File: config.mk
export PLATFORM = sky130hd
export DESIGN_NAME = rd_deserializer
export DESIGN_NICKNAME = d
export VERILOG_FILES = /design/src/rtl/rd_pkg.sv /design/src/rtl/rd_lane_deser.sv /design/src/rtl/rd_deserializer.sv
export SDC_FILE = /design/constraint.sdc
export NUM_CORES = 1
export LEC_CHECK = 0
export ABC_AREA = 1
export BUFFER_PORTS_ARGS = -buffer_cell sky130_fd_sc_hd__buf_4
export CORE_MARGIN = 2
export CORE_UTILIZATION = 44
export DETAILED_ROUTE_END_ITERATION = 10
export PLACE_DENSITY = 0.69
export SLEW_MARGIN = 20
export SYNTH_ARGS = -nofsm -noshare
export SYNTH_HDL_FRONTEND = slang
export SYNTH_SLANG_ARGS = --single-unit
File: constraint.sdc
create_clock -name LOCAL_CLK -period 1.6 [get_ports LOCAL_CLK]
set_input_delay 0.08 -clock LOCAL_CLK [delete_from_list [all_inputs] [get_ports LOCAL_CLK]]
set_output_delay 0.08 -clock LOCAL_CLK [all_outputs]
set_load 0.005 [all_outputs]
File: src/rtl/rd_pkg.sv
// rd_pkg: shared constants, state encoding and WR_DATA layout for the RD serial link
package rd_pkg;
  localparam int RD_DATA_BITS = 12;
  localparam int RD_FRAME_BITS = 13;
  localparam int WD_LANE0_LSB = 0;
  localparam int WD_PERR0_BIT = 12;
  localparam int WD_LANE1_LSB = 16;
  localparam int WD_PERR1_BIT = 28;
  typedef enum logic [1:0] {S_IDLE = 2'd0, S_SHIFT = 2'd1, S_DONE = 2'd2} state_t;
  function automatic logic [31:0] pack_wr_data(input logic [RD_DATA_BITS-1:0] w0, input logic p0,
                                               input logic [RD_DATA_BITS-1:0] w1, input logic p1);
    logic [31:0] d;
    d = '0;
    d[WD_LANE0_LSB +: RD_DATA_BITS] = w0;
    d[WD_PERR0_BIT] = p0;
    d[WD_LANE1_LSB +: RD_DATA_BITS] = w1;
    d[WD_PERR1_BIT] = p1;
    return d;
  endfunction
endpackage

File: src/rtl/rd_lane_deser.sv
// rd_lane_deser: one lane shift register with running odd-parity check
module rd_lane_deser
  import rd_pkg::*;
(
  input  logic                    clk,
  input  logic                    rst,
  input  logic                    shift,
  input  logic                    clr,
  input  logic                    frame_end,
  input  logic                    din,
  output logic [RD_DATA_BITS-1:0] word,
  output logic                    perr
);
  logic [RD_DATA_BITS-1:0] sr;
  logic par;
  // the parity bit is never shifted in; it only closes the running XOR
  always_ff @(posedge clk) begin
    if (rst || clr) begin
      sr <= '0;
      par <= 1'b0;
    end else if (shift) begin
      if (frame_end) par <= 1'b0;
      else begin
        sr <= {sr[RD_DATA_BITS-2:0], din};
        par <= par ^ din;
      end
    end
  end
  assign word = sr;
  assign perr = ~(par ^ din);
endmodule

File: src/rtl/rd_deserializer.sv
// rd_deserializer: two-lane RD deframer writing word pairs to trace memory with transfer status
module rd_deserializer
  import rd_pkg::*;
#(
  parameter int MEM_SIZE = 2048,
  parameter int ADDR_WIDTH = 11
) (
  input  logic                  LOCAL_CLK,
  input  logic                  RESET,
  input  logic                  ENABLE,
  input  logic                  ENABLE_XFR,
  input  logic                  SERIAL_IN0,
  input  logic                  SERIAL_IN1,
  output logic                  WR_EN,
  output logic [ADDR_WIDTH-1:0] WR_ADDR,
  output logic [31:0]           WR_DATA,
  output logic                  BUSY,
  output logic                  XFR_DONE,
  output logic [ADDR_WIDTH:0]   WORD_COUNT,
  output logic [ADDR_WIDTH:0]   PERR_COUNT0,
  output logic [ADDR_WIDTH:0]   PERR_COUNT1,
  output logic                  TRUNCATED,
  output logic                  OVERFLOW
);
  localparam logic [ADDR_WIDTH:0] CAP = (ADDR_WIDTH+1)'(MEM_SIZE);
  state_t state, state_nx;
  logic [3:0] bit_cnt, bit_cnt_nx;
  logic start, shifting, frame_end, shift, room;
  logic [RD_DATA_BITS-1:0] word0, word1;
  logic perr0, perr1;
  always_comb begin
    start = state == S_IDLE && ENABLE && ENABLE_XFR;
    shifting = state == S_SHIFT && ENABLE && ENABLE_XFR;
    frame_end = shifting && bit_cnt == 4'(RD_FRAME_BITS - 1);
    shift = start || shifting;
    room = WORD_COUNT < CAP;
    state_nx = !ENABLE ? S_IDLE :
               state == S_IDLE ? (ENABLE_XFR ? S_SHIFT : S_IDLE) :
               state == S_SHIFT ? (ENABLE_XFR ? S_SHIFT : S_DONE) : S_IDLE;
    // on the SHIFT->DONE edge the count is kept so DONE can judge truncation
    bit_cnt_nx = start ? 4'd1 :
                 frame_end ? 4'd0 :
                 shifting ? bit_cnt + 4'd1 :
                 (state == S_SHIFT && ENABLE) ? bit_cnt : 4'd0;
  end
  always_ff @(posedge LOCAL_CLK) begin
    if (RESET) begin
      state <= S_IDLE;
      bit_cnt <= '0;
    end else begin
      state <= state_nx;
      bit_cnt <= bit_cnt_nx;
    end
  end
  rd_lane_deser u_lane0 (
    .clk(LOCAL_CLK), .rst(RESET), .shift(shift), .clr(!shift), .frame_end(frame_end),
    .din(SERIAL_IN0), .word(word0), .perr(perr0)
  );
  rd_lane_deser u_lane1 (
    .clk(LOCAL_CLK), .rst(RESET), .shift(shift), .clr(!shift), .frame_end(frame_end),
    .din(SERIAL_IN1), .word(word1), .perr(perr1)
  );
  always_ff @(posedge LOCAL_CLK) begin
    if (RESET) begin
      WR_EN <= 1'b0;
      WR_ADDR <= '0;
      WR_DATA <= '0;
      XFR_DONE <= 1'b0;
      WORD_COUNT <= '0;
      PERR_COUNT0 <= '0;
      PERR_COUNT1 <= '0;
      TRUNCATED <= 1'b0;
      OVERFLOW <= 1'b0;
    end else begin
      WR_EN <= 1'b0;
      XFR_DONE <= state == S_DONE && ENABLE;
      if (start) begin
        WORD_COUNT <= '0;
        PERR_COUNT0 <= '0;
        PERR_COUNT1 <= '0;
        TRUNCATED <= 1'b0;
        OVERFLOW <= 1'b0;
      end
      if (frame_end && room) begin
        WR_EN <= 1'b1;
        WR_ADDR <= WORD_COUNT[ADDR_WIDTH-1:0];
        WR_DATA <= pack_wr_data(word0, perr0, word1, perr1);
        WORD_COUNT <= WORD_COUNT + (ADDR_WIDTH+1)'(1);
        PERR_COUNT0 <= PERR_COUNT0 + (ADDR_WIDTH+1)'(perr0);
        PERR_COUNT1 <= PERR_COUNT1 + (ADDR_WIDTH+1)'(perr1);
      end
      if (frame_end && !room) OVERFLOW <= 1'b1;
      if (state == S_DONE && ENABLE) TRUNCATED <= bit_cnt != 4'd0;
    end
  end
  assign BUSY = state == S_SHIFT;
endmodule

==> results of run 1 <==
==> worst register-to-register path: stages, from the launching register on <==
cell and delay [ps]:
dfxtp_2 350, inv_2 50, nand4_1 240, nor3_4 240
buf_6 170, buf_12 150, clkbuf_16 150, nor2_1 40
nor2_1 90
==> metal layers <==
metal / vias up / GRT usage / part of all wire
met2: 108 / 0.338 / 0.48
met3: 10 / 0.0441 / 0.055
li1: 2267 / - / -
met5: - / 0 / 0
met1: 2099 / 0.274 / 0.45
met4: 0 / 0.0526 / 0.010
==> cells in the mapped netlist <==
cell type,number,area share
ha_1,7,0.019
inv_1,39,0.032
o21bai_1,4,0.0066
nand4_1,8,0.011
conb_1,1,0.00082
nor2_1,115,0.094
nand3b_1,1,0.0016
nor2_2,2,0.0027
inv_2,1,0.00082
o31ai_1,1,0.0016
buf_1,1,0.00082
o21ai_1,1,0.0011
a21boi_0,3,0.0049
nand2_1,122,0.10
clkbuf_1,13,0.011
a22oi_1,1,0.0016
a21oi_1,50,0.055
buf_4,9,0.015
or2_2,1,0.0014
nor3_1,7,0.0077
xor2_1,1,0.0019
o21ai_0,55,0.060
nor4_1,1,0.0014
dfxtp_1,109,0.48
buf_2,12,0.013
nand2_2,1,0.0014
clkinv_1,1,0.00082
xnor2_1,2,0.0038
and3_1,1,0.0014
nor3_2,1,0.0022
nand3_1,62,0.068
==> registers in the layout (all words and copies together), names as in the netlist, 2 cells and up <==
| name | count |
|---|---|
| WR_DATA | 26 |
| PERR_COUNT0 | 12 |
| PERR_COUNT1 | 12 |
| WORD_COUNT | 12 |
| u_lane0.word | 12 |
| u_lane1.word | 12 |
| WR_ADDR | 11 |
| bit_cnt | 4 |
| state | 2 |
==> final cells by class <==
cell class	instances	area, µm²	share of cell area
inverter	41	158	0.0260
sequential	109	2190	0.361
clock inverter	5	48.8	0.00806
timing repair inverter	1	7.51	0.00124
multi-input combinational	453	2230	0.369
timing repair buffer	122	1100	0.181
clock buffer	11	151	0.0250
tap	136	170	0.0281
==> logic make-up (layout without fill, tap and decap cells) <==
kind of cell / Yosys count / count (layout)
AND/OR/NAND/NOR: 322 / 322
buffers and inverters: 76 / 180
AO/OA/AOI/OAI: 115 / 115
other: 1 / 6
adder cells (fa/ha/maj): 7 / 7
XOR/XNOR: 3 / 3
flip-flops: 109 / 109
==> worst paths after layout <==
| kind | from | to | slack [ps] | depth (start not counted) |
|---|---|---|---|---|
| setup reg to reg | state[1]$_SDFF_PP0_ | WR_DATA[7]$_SDFFE_PP0P_ | 80 | 8 |
| hold / removal | ENABLE | state[1]$_SDFF_PP0_ | 50 | 3 |
| setup / recovery | state[1]$_SDFF_PP0_ | WR_DATA[7]$_SDFFE_PP0P_ | 80 | 8 |
| hold reg to reg | WR_DATA[9]$_SDFFE_PP0P_ | WR_DATA[9]$_SDFFE_PP0P_ | 480 | 2 |
==> timing repair <==
item / 4_1_cts / 5_1_grt
hold buffers: 3 / 0
hold endpoints to repair: 3 / 0
setup buffers: 0 / 4
gates resized for setup: 2 / 46
pin swaps: 0 / 27
cloned: 0 / 5
endpoints found under the setup margin: 49 / 89
==> report_power, final <==
group / switching [mW] / leakage [nW] / internal, mW / total, mW
Clock: 1.00 / 0.104 / 0.690 / 1.69
Sequential: 0.00471 / 0.879 / 2.72 / 2.72
Combinational: 0.138 / 1.39 / 0.0714 / 0.210
Total: 1.14 / 2.37 / 3.48 / 4.62
==> results.cfg, run 1 <==
[logic_synthesis]
synth_mux_area_frac = 0
avgSynthCellArea_um2 = 7.22
synth-simple-area-share = 0.293
yosysSeqAreaShare = 0.477
synth_compound_area_frac = 0.131
ys_ff_latch = 109
synth_top_family_by_area = simple AND/OR/NAND/NOR gates
ys_warn_count = 0
synth_xor_area_frac = 0.00575
synthCells = 633
yosysUniqueCellTypes = 31
netlist_area_um2 = 4570
yosys.area_share.adder = 0.0192

[clocking]
clk_transition_reported_paths_ps = 110
h-tree-depth = 3
cts_tree = yes
clk_latency_ps = 370
clock_sinks = 109
numCtsBuffers = 9
root_buffer = clkbuf_8
cts.path.max_buffers = 2

[global_routing]
grt_pass1_wl_um = 18900
antenna_found_initial = 0
grt_overflow_total = 0
grt_max_degree = 43
first_global_vias = 4062
track_usage = 0.205

[critical_path]
cp.arrival_ps = 1830
critPathRequiredTime_ps = 1920
crit_slowest_cell = dfxtp_2
cp_slowest_stage_delay_ps = 350
end_kind = flop
path_cells = inv_2 > nand4_1 > nor3_4 > buf_6 > buf_12 > clkbuf_16 > nor2_1 > nor2_1
crit_buf_inv = 4
critPathMaxFanout = 7
crit_top_cell = nor2_1
worstSetupPathType = reg2reg
start_kind = flop
cp_top_family = simple AND/OR/NAND/NOR gates

[placement]
hpwl_um = 7960
place_congestion = 0.865
place_area_um2 = 5510
numPortBuffers = 83
dp_cells = 850
pre_cts_slack_ps = -30.3

[finish]
final_cell_mix = nand2_1 (119), dfxtp_1 (106), nor2_1 (105), buf_4 (105), nand3_1 (57)
num-nets-final = 750
drive_gt1_frac = 0.235
final_common_cell = nand2_1
final_cell_count_no_fill = 878
num_antenna_cells = 0
finish.instance_area_um2 = 6050
num-fill-cells = 918
post-route-util = 0.594
areaGrowthSynthToFinish_pct = 32.4

[drt]
avgRoutedWirePerCell_um = 13.7
route.final.wire_length_um = 12000
drc = 0
drt_iter0_drc = 221
detail_route.first_pass.iterations = 4
drtAntennaViolNets = 0
viasPerCell = 5.11
vias = 4484

[power_and_ir_drop]
vdd_drop_max_mv = 0.432
power_density_nw_per_um2 = 764
p_leak_nw = 2.37
power.total_mw = 4.62

[sta]
fmax_ghz = 0.658
fin_ws_ps = 80.9
finalCritPeriodShare = 0.949
hold_viol = 0
finalClockSkew_ps = 11.6
finalSetupTns_ps = 0
hold_ws_ps = 53.0
setup_viol = 0
rsz0062_at_grt = true
drv_slew = 0
period_minus_slack_ps = 1520

[flow_run]
cap_violations = 0

[hold_path]
hold_path_class = in2reg

[floorplanning]
dieArea_um2 = 11200
ios = 90
rows = 37
coreArea_um2 = 10200
initial_core_util = 0.449
fp.dieH_um = 106
die_w_um = 106

[run_status]
outcome = finished clean
No activity file was read; power rests on OpenSTA's default activity.
==> run 2, diff against run 1 <==
Settings changed: CORE_ASPECT_RATIO set to 1.5.
==> run 2 against run 1 <==
Effect of this change:
- via count down 0.83%
- clock skew down 6.6 ps
- utilization down 0.27 points
- largest cell class unchanged
- hold slack worse by 17 ps
- power up 9.6%
- critical path depth unchanged
- final area down 0.95%
- sequential share of layout area up 0.35 points
- cell count down 2.5%
- critical endpoint is now WR_DATA[9]$_SDFFE_PP0P_
- routed wire length down 2.3%
- first-iteration DRC count down 17%
- setup slack worse by 20 ps
==> results.cfg, run 2 (synthesis gave the netlist of run 1 again) <==
[run_status]
outcome = finished clean

[drt]
route.final.wire_length_um = 11700
drc = 0
drt_iter0_drc = 184
avgRoutedWirePerCell_um = 13.7
viasPerCell = 5.20
detail_route.first_pass.iterations = 4
drtAntennaViolNets = 0
vias = 4447

[finish]
final_cell_count_no_fill = 856
num-fill-cells = 956
regMostFlops = WR_DATA
areaGrowthSynthToFinish_pct = 31.1
num-nets-final = 747
drive_gt1_frac = 0.223
final_cell_mix = nand2_1 (121), nor2_1 (107), buf_4 (107)
largest_reg_flops = 26
final_common_cell = nand2_1
num_antenna_cells = 0

[floorplanning]
dieArea_um2 = 11200
initial_core_util = 0.451
die_w_um = 87.2
coreArea_um2 = 10100
ios = 90
rows = 45
fp.dieH_um = 129

[critical_path]
end_kind = flop
path_cells = inv_1 > nand4_1 > nor3_4 > buf_6 > buf_4 > buf_6 > nor2_1 > nor2_1
crit_buf_inv = 4
cp_top_family = simple AND/OR/NAND/NOR gates
critPathRequiredTime_ps = 1890
worstSetupPathType = reg2reg
critPathMaxFanout = 9
startpoint = state[1]$_SDFF_PP0_
r2r_start = state[1]$_SDFF_PP0_
r2r_end = WR_DATA[9]$_SDFFE_PP0P_
start_kind = flop
rr_worst_depth = 8
r2r_slack_ps = 60
cp_slowest_stage_delay_ps = 330
crit_slowest_cell = dfxtp_1
cp.arrival_ps = 1830

[placement]
place_congestion = 0.808
dp_cells = 831
numPortBuffers = 83
pre_cts_slack_ps = -113
hpwl_um = 7810

[sta]
finalClockSkew_ps = 5.06
period_minus_slack_ps = 1540
fmax_ghz = 0.650
drv_slew = 0
finalSetupTns_ps = 0
hold_viol = 0
slew_headroom = 0.562
rsz0062_at_grt = true
finalCritPeriodShare = 0.962
setup_viol = 0
hold_ws_ps = 36.2
fin_ws_ps = 60.4
max_slew.worst_pin.slew_ps = 656

[power_and_ir_drop]
internal-power_mw = 3.90
sequentialPowerShare = 0.538
clockPowerShare = 0.419
power_switching_mw = 1.17
pwr-share-comb = 0.043
vdd_drop_max_mv = 0.585
p_leak_nw = 2.36
power_density_nw_per_um2 = 845
netSwitchingFraction = 0.231

[clocking]
cts_tree = yes
h-tree-depth = 3
root_buffer = clkbuf_16
clk_latency_ps = 350
cts.path.max_buffers = 2
clock_sinks = 109
clk_transition_reported_paths_ps = 70
numCtsBuffers = 9

[global_routing]
antenna_found_initial = 0
grt_overflow_total = 0
grt_max_degree = 56
first_global_vias = 4097
track_usage = 0.209
grt_pass1_wl_um = 18800

[hold_path]
min_from = SERIAL_IN1
hold_depth = 3
hold_path_class = in2reg
holdPathEnd = u_lane1.word[0]$_SDFFE_PP0P_

[flow_run]
cap_violations = 0
run 2: area by class of cell:
class                      count  area (µm²)  share of cell area
tap                          117         146              0.0244
timing repair buffer         120         996               0.166
multi-input combinational    453        2230               0.373
inverter                      41         154              0.0257
clock inverter                 5        36.3             0.00605
clock buffer                  11         243              0.0405
sequential                   109        2190               0.365
run 2: worst max path at each step:
| stage | to | cells past startpoint |
|---|---|---|
| after floorplan | u_lane1.word[1]$_SDFFE_PP0P_ | 8 |
| after global placement | PERR_COUNT0[11]$_SDFFE_PP0P_ | 8 |
| after detailed placement | PERR_COUNT0[11]$_SDFFE_PP0P_ | 8 |
| after CTS | PERR_COUNT1[5]$_SDFFE_PP0P_ | 9 |
| after global routing | PERR_COUNT0[10]$_SDFFE_PP0P_ | 10 |
| final | WR_DATA[9]$_SDFFE_PP0P_ | 8 |
run 2: power by group through the flow:
stage	Combinational (mW)	Sequential, mW	Clock, mW
after floorplan	0.124	2.78	0
after global placement	0.191	2.78	0
after detailed placement	0.194	2.79	0
after CTS	0.201	2.72	2.16
after global routing	0.240	2.72	2.27
final	0.218	2.72	2.12
run 2: metal layers:
layer,up-vias,part of all wire,track usage,wire length (µm)
li1,2260,-,-,-
met1,2039,0.42,0.255,4900
met2,139,0.51,0.359,6000
met3,9,0.059,0.0385,692
met4,0,0.012,0.0851,146
met5,-,0,0,0
run 2: timing repair:
| action | in CTS | in global routing |
|---|---|---|
| setup endpoints to repair | 89 | 96 |
| cloned | 0 | 2 |
| gates resized for setup | 4 | 38 |
| pin swaps | 1 | 13 |
| setup buffers | 0 | 5 |
| hold buffers | 2 | 0 |
| hold endpoints to repair | 2 | 0 |
run 2: tightest hold or removal path, stage by stage:
cell     delay (ps)
buf_4           150
nand2_1          70
a21oi_1          50
run 2: stage by stage:
step / util / cell area (µm²) / power, mW
finish: 0.591 / 5990 / 5.06
floorplan: - / 4590 / 2.91
CTS: 0.569 / 5770 / 5.08
detailed placement: 0.538 / 5450 / 2.98
global route: 0.591 / 5990 / 5.23
global placement: 0.538 / 5450 / 2.98
==> run 3, diff against run 2 <==
Settings changed: ABC_AREA 1 to unset.
==> run 3 against run 2 <==
Effect of this change:
- sequential share of layout area shrank 6.5 points
- clock power up 5%
- area after synthesis shrank 1.7%
- largest power group unchanged
- the flow now finishes with violations (setup timing)
- setup slack worse by 380 ps
- global-route usage increased by 2.7 points
==> results.cfg, run 3 <==
[drt]
detail_route.first_pass.iterations = 4
avgRoutedWirePerCell_um = 19.3
drt_iter0_drc = 271
vias = 4770
route.final.wire_length_um = 16000
drc = 0
viasPerCell = 5.75
drtAntennaViolNets = 0

[clocking]
clk_transition_reported_paths_ps = 80
cts.path.max_buffers = 2
numCtsBuffers = 9
clock_sinks = 109
root_buffer = clkbuf_16
clk_latency_ps = 360
cts_tree = yes
h-tree-depth = 3

[sta]
setup_viol = 70
hold_ws_ps = 13.3
rsz0062_at_grt = true
finalSetupTns_ps = -5360
hold_viol = 0
drv_slew = 0
period_minus_slack_ps = 1920
finalClockSkew_ps = 13.1
fin_ws_ps = -320
finalCritPeriodShare = 1.20
fmax_ghz = 0.521

[power_and_ir_drop]
power_density_nw_per_um2 = 717
vdd_drop_max_mv = 0.647
p_leak_nw = 3.20

[critical_path]
critPathRequiredTime_ps = 1900
cp.arrival_ps = 2220
crit_slowest_cell = or4b_4
cp_slowest_stage_delay_ps = 480
end_kind = flop
start_kind = flop
cp_top_family = simple AND/OR/NAND/NOR gates
path_cells = xnor2_2 > ha_2 > and3_4 > or4b_4 > or3_1 > a21oi_1
crit_buf_inv = 0
worstSetupPathType = reg2reg
critPathMaxFanout = 4

[finish]
final_common_cell = buf_4
num-fill-cells = 656
num-nets-final = 720
drive_gt1_frac = 0.483
final_cell_mix = buf_4 (141), nand2_1 (111), dfxtp_1 (101)
areaGrowthSynthToFinish_pct = 63.0
finish.instance_area_um2 = 7320
final_cell_count_no_fill = 829
largest_reg_flops = 26
regMostFlops = WR_DATA
num_antenna_cells = 0

[logic_synthesis]
synthTopCellsByArea = dfxtp_1 (49%), nand2_1 (12%), a21oi_1 (10%)
yosysSeqAreaShare = 0.486
yosysMostFrequentCell = nand2_1
synthCells = 553
avgSynthCellArea_um2 = 8.12
ys_warn_count = 0
yosysTopAreaCell = dfxtp_1
synth_top_area_frac = 0.486
synth-main-ff-cell = dfxtp_1
synth_edf_count = 0
synth_commonest_cells = nand2_1 (148), dfxtp_1 (109), a21oi_1 (93)
yosysUniqueCellTypes = 47
async_flop_share = 0
ys_ff_latch = 109
netlist_area_um2 = 4490

[placement]
place_congestion = 0.892
dp_cells = 775
hpwl_um = 8240
place_area_um2 = 5710
pre_cts_slack_ps = -292
numPortBuffers = 83

[run_status]
violations = setup timing
outcome = finished, violations left

[floorplanning]
fp.dieH_um = 128
die_w_um = 86.5
rows = 45
ios = 90
initial_core_util = 0.448
dieArea_um2 = 11100
coreArea_um2 = 10000

[global_routing]
first_global_vias = 4454
grt_overflow_total = 0
antenna_found_initial = 0
grt_pass1_wl_um = 20800
grt_max_degree = 40
track_usage = 0.236

[flow_run]
cap_violations = 0

[hold_path]
hold_path_class = in2reg
[run 3: what timing repair did]
| item | in CTS | in global routing |
|---|---|---|
| endpoints found under the hold margin | 1 | 0 |
| hold buffers | 1 | 0 |
| buffers inserted | 11 | 18 |
| gates cloned | 6 | 7 |
| pin swaps | 19 | 96 |
| gates resized for setup | 33 | 177 |
| setup endpoints to repair | 52 | 96 |
[run 3: metal layers]
layer,vias to the layer above,GRT usage,share of wire
li1,2215,-,-
met1,2331,0.263,0.37
met2,172,0.415,0.54
met3,52,0.0476,0.054
met4,0,0.122,0.036
met5,-,0,0
[run 3: area by class of cell]
| cell class | count | area [µm²] | area share |
|---|---|---|---|
| inverter | 8 | 30.0 | 0.00410 |
| multi-input combinational | 398 | 2920 | 0.399 |
| sequential | 109 | 2190 | 0.300 |
| tap | 117 | 146 | 0.0200 |
| timing repair buffer | 181 | 1750 | 0.239 |
| clock inverter | 5 | 41.3 | 0.00564 |
| clock buffer | 11 | 243 | 0.0331 |
[run 3: cell families after synthesis]
group | count (synthesis) | share of synthesized area
adder cells (fa/ha/maj) | 7 | 0.0195
multiplexers | 3 | 0.00752
other | 1 | 0.000835
AO/OA/AOI/OAI | 133 | 0.169
flip-flops | 109 | 0.486
XOR/XNOR | 7 | 0.0136
buffers and inverters | 51 | 0.0512
AND/OR/NAND/NOR | 242 | 0.253
[run 3: path summary, 6_finish.rpt]
path,end,slack (ps),cells after the start,from
worst max-delay path,PERR_COUNT0[10]$_SDFFE_PP0P_,-320,6,u_lane0.par$_SDFFE_PP0P_
worst min-delay path,state[1]$_SDFF_PP0_,10,2,ENABLE_XFR
worst max register to register,PERR_COUNT0[10]$_SDFFE_PP0P_,-320,6,u_lane0.par$_SDFFE_PP0P_
worst min register to register,WR_DATA[22]$_SDFFE_PP0P_,460,2,WR_DATA[22]$_SDFFE_PP0P_
[run 3: per-stage QoR]
stage | util | total power, mW
after floorplan | - | 2.91
after global placement | 0.570 | 2.98
after detailed placement | 0.570 | 2.98
after CTS | 0.636 | 5.16
after global routing | 0.731 | 5.36
final | 0.731 | 5.25
[run 3: where the power goes]
part | leakage [nW] | switching (mW) | total [mW] | internal (mW)
clock | 0.133 | 1.10 | 2.22 | 1.12
combinational | 2.18 | 0.185 | 0.313 | 0.128
sequential | 0.882 | 0.00447 | 2.72 | 2.71
total | 3.20 | 1.29 | 5.25 | 3.96
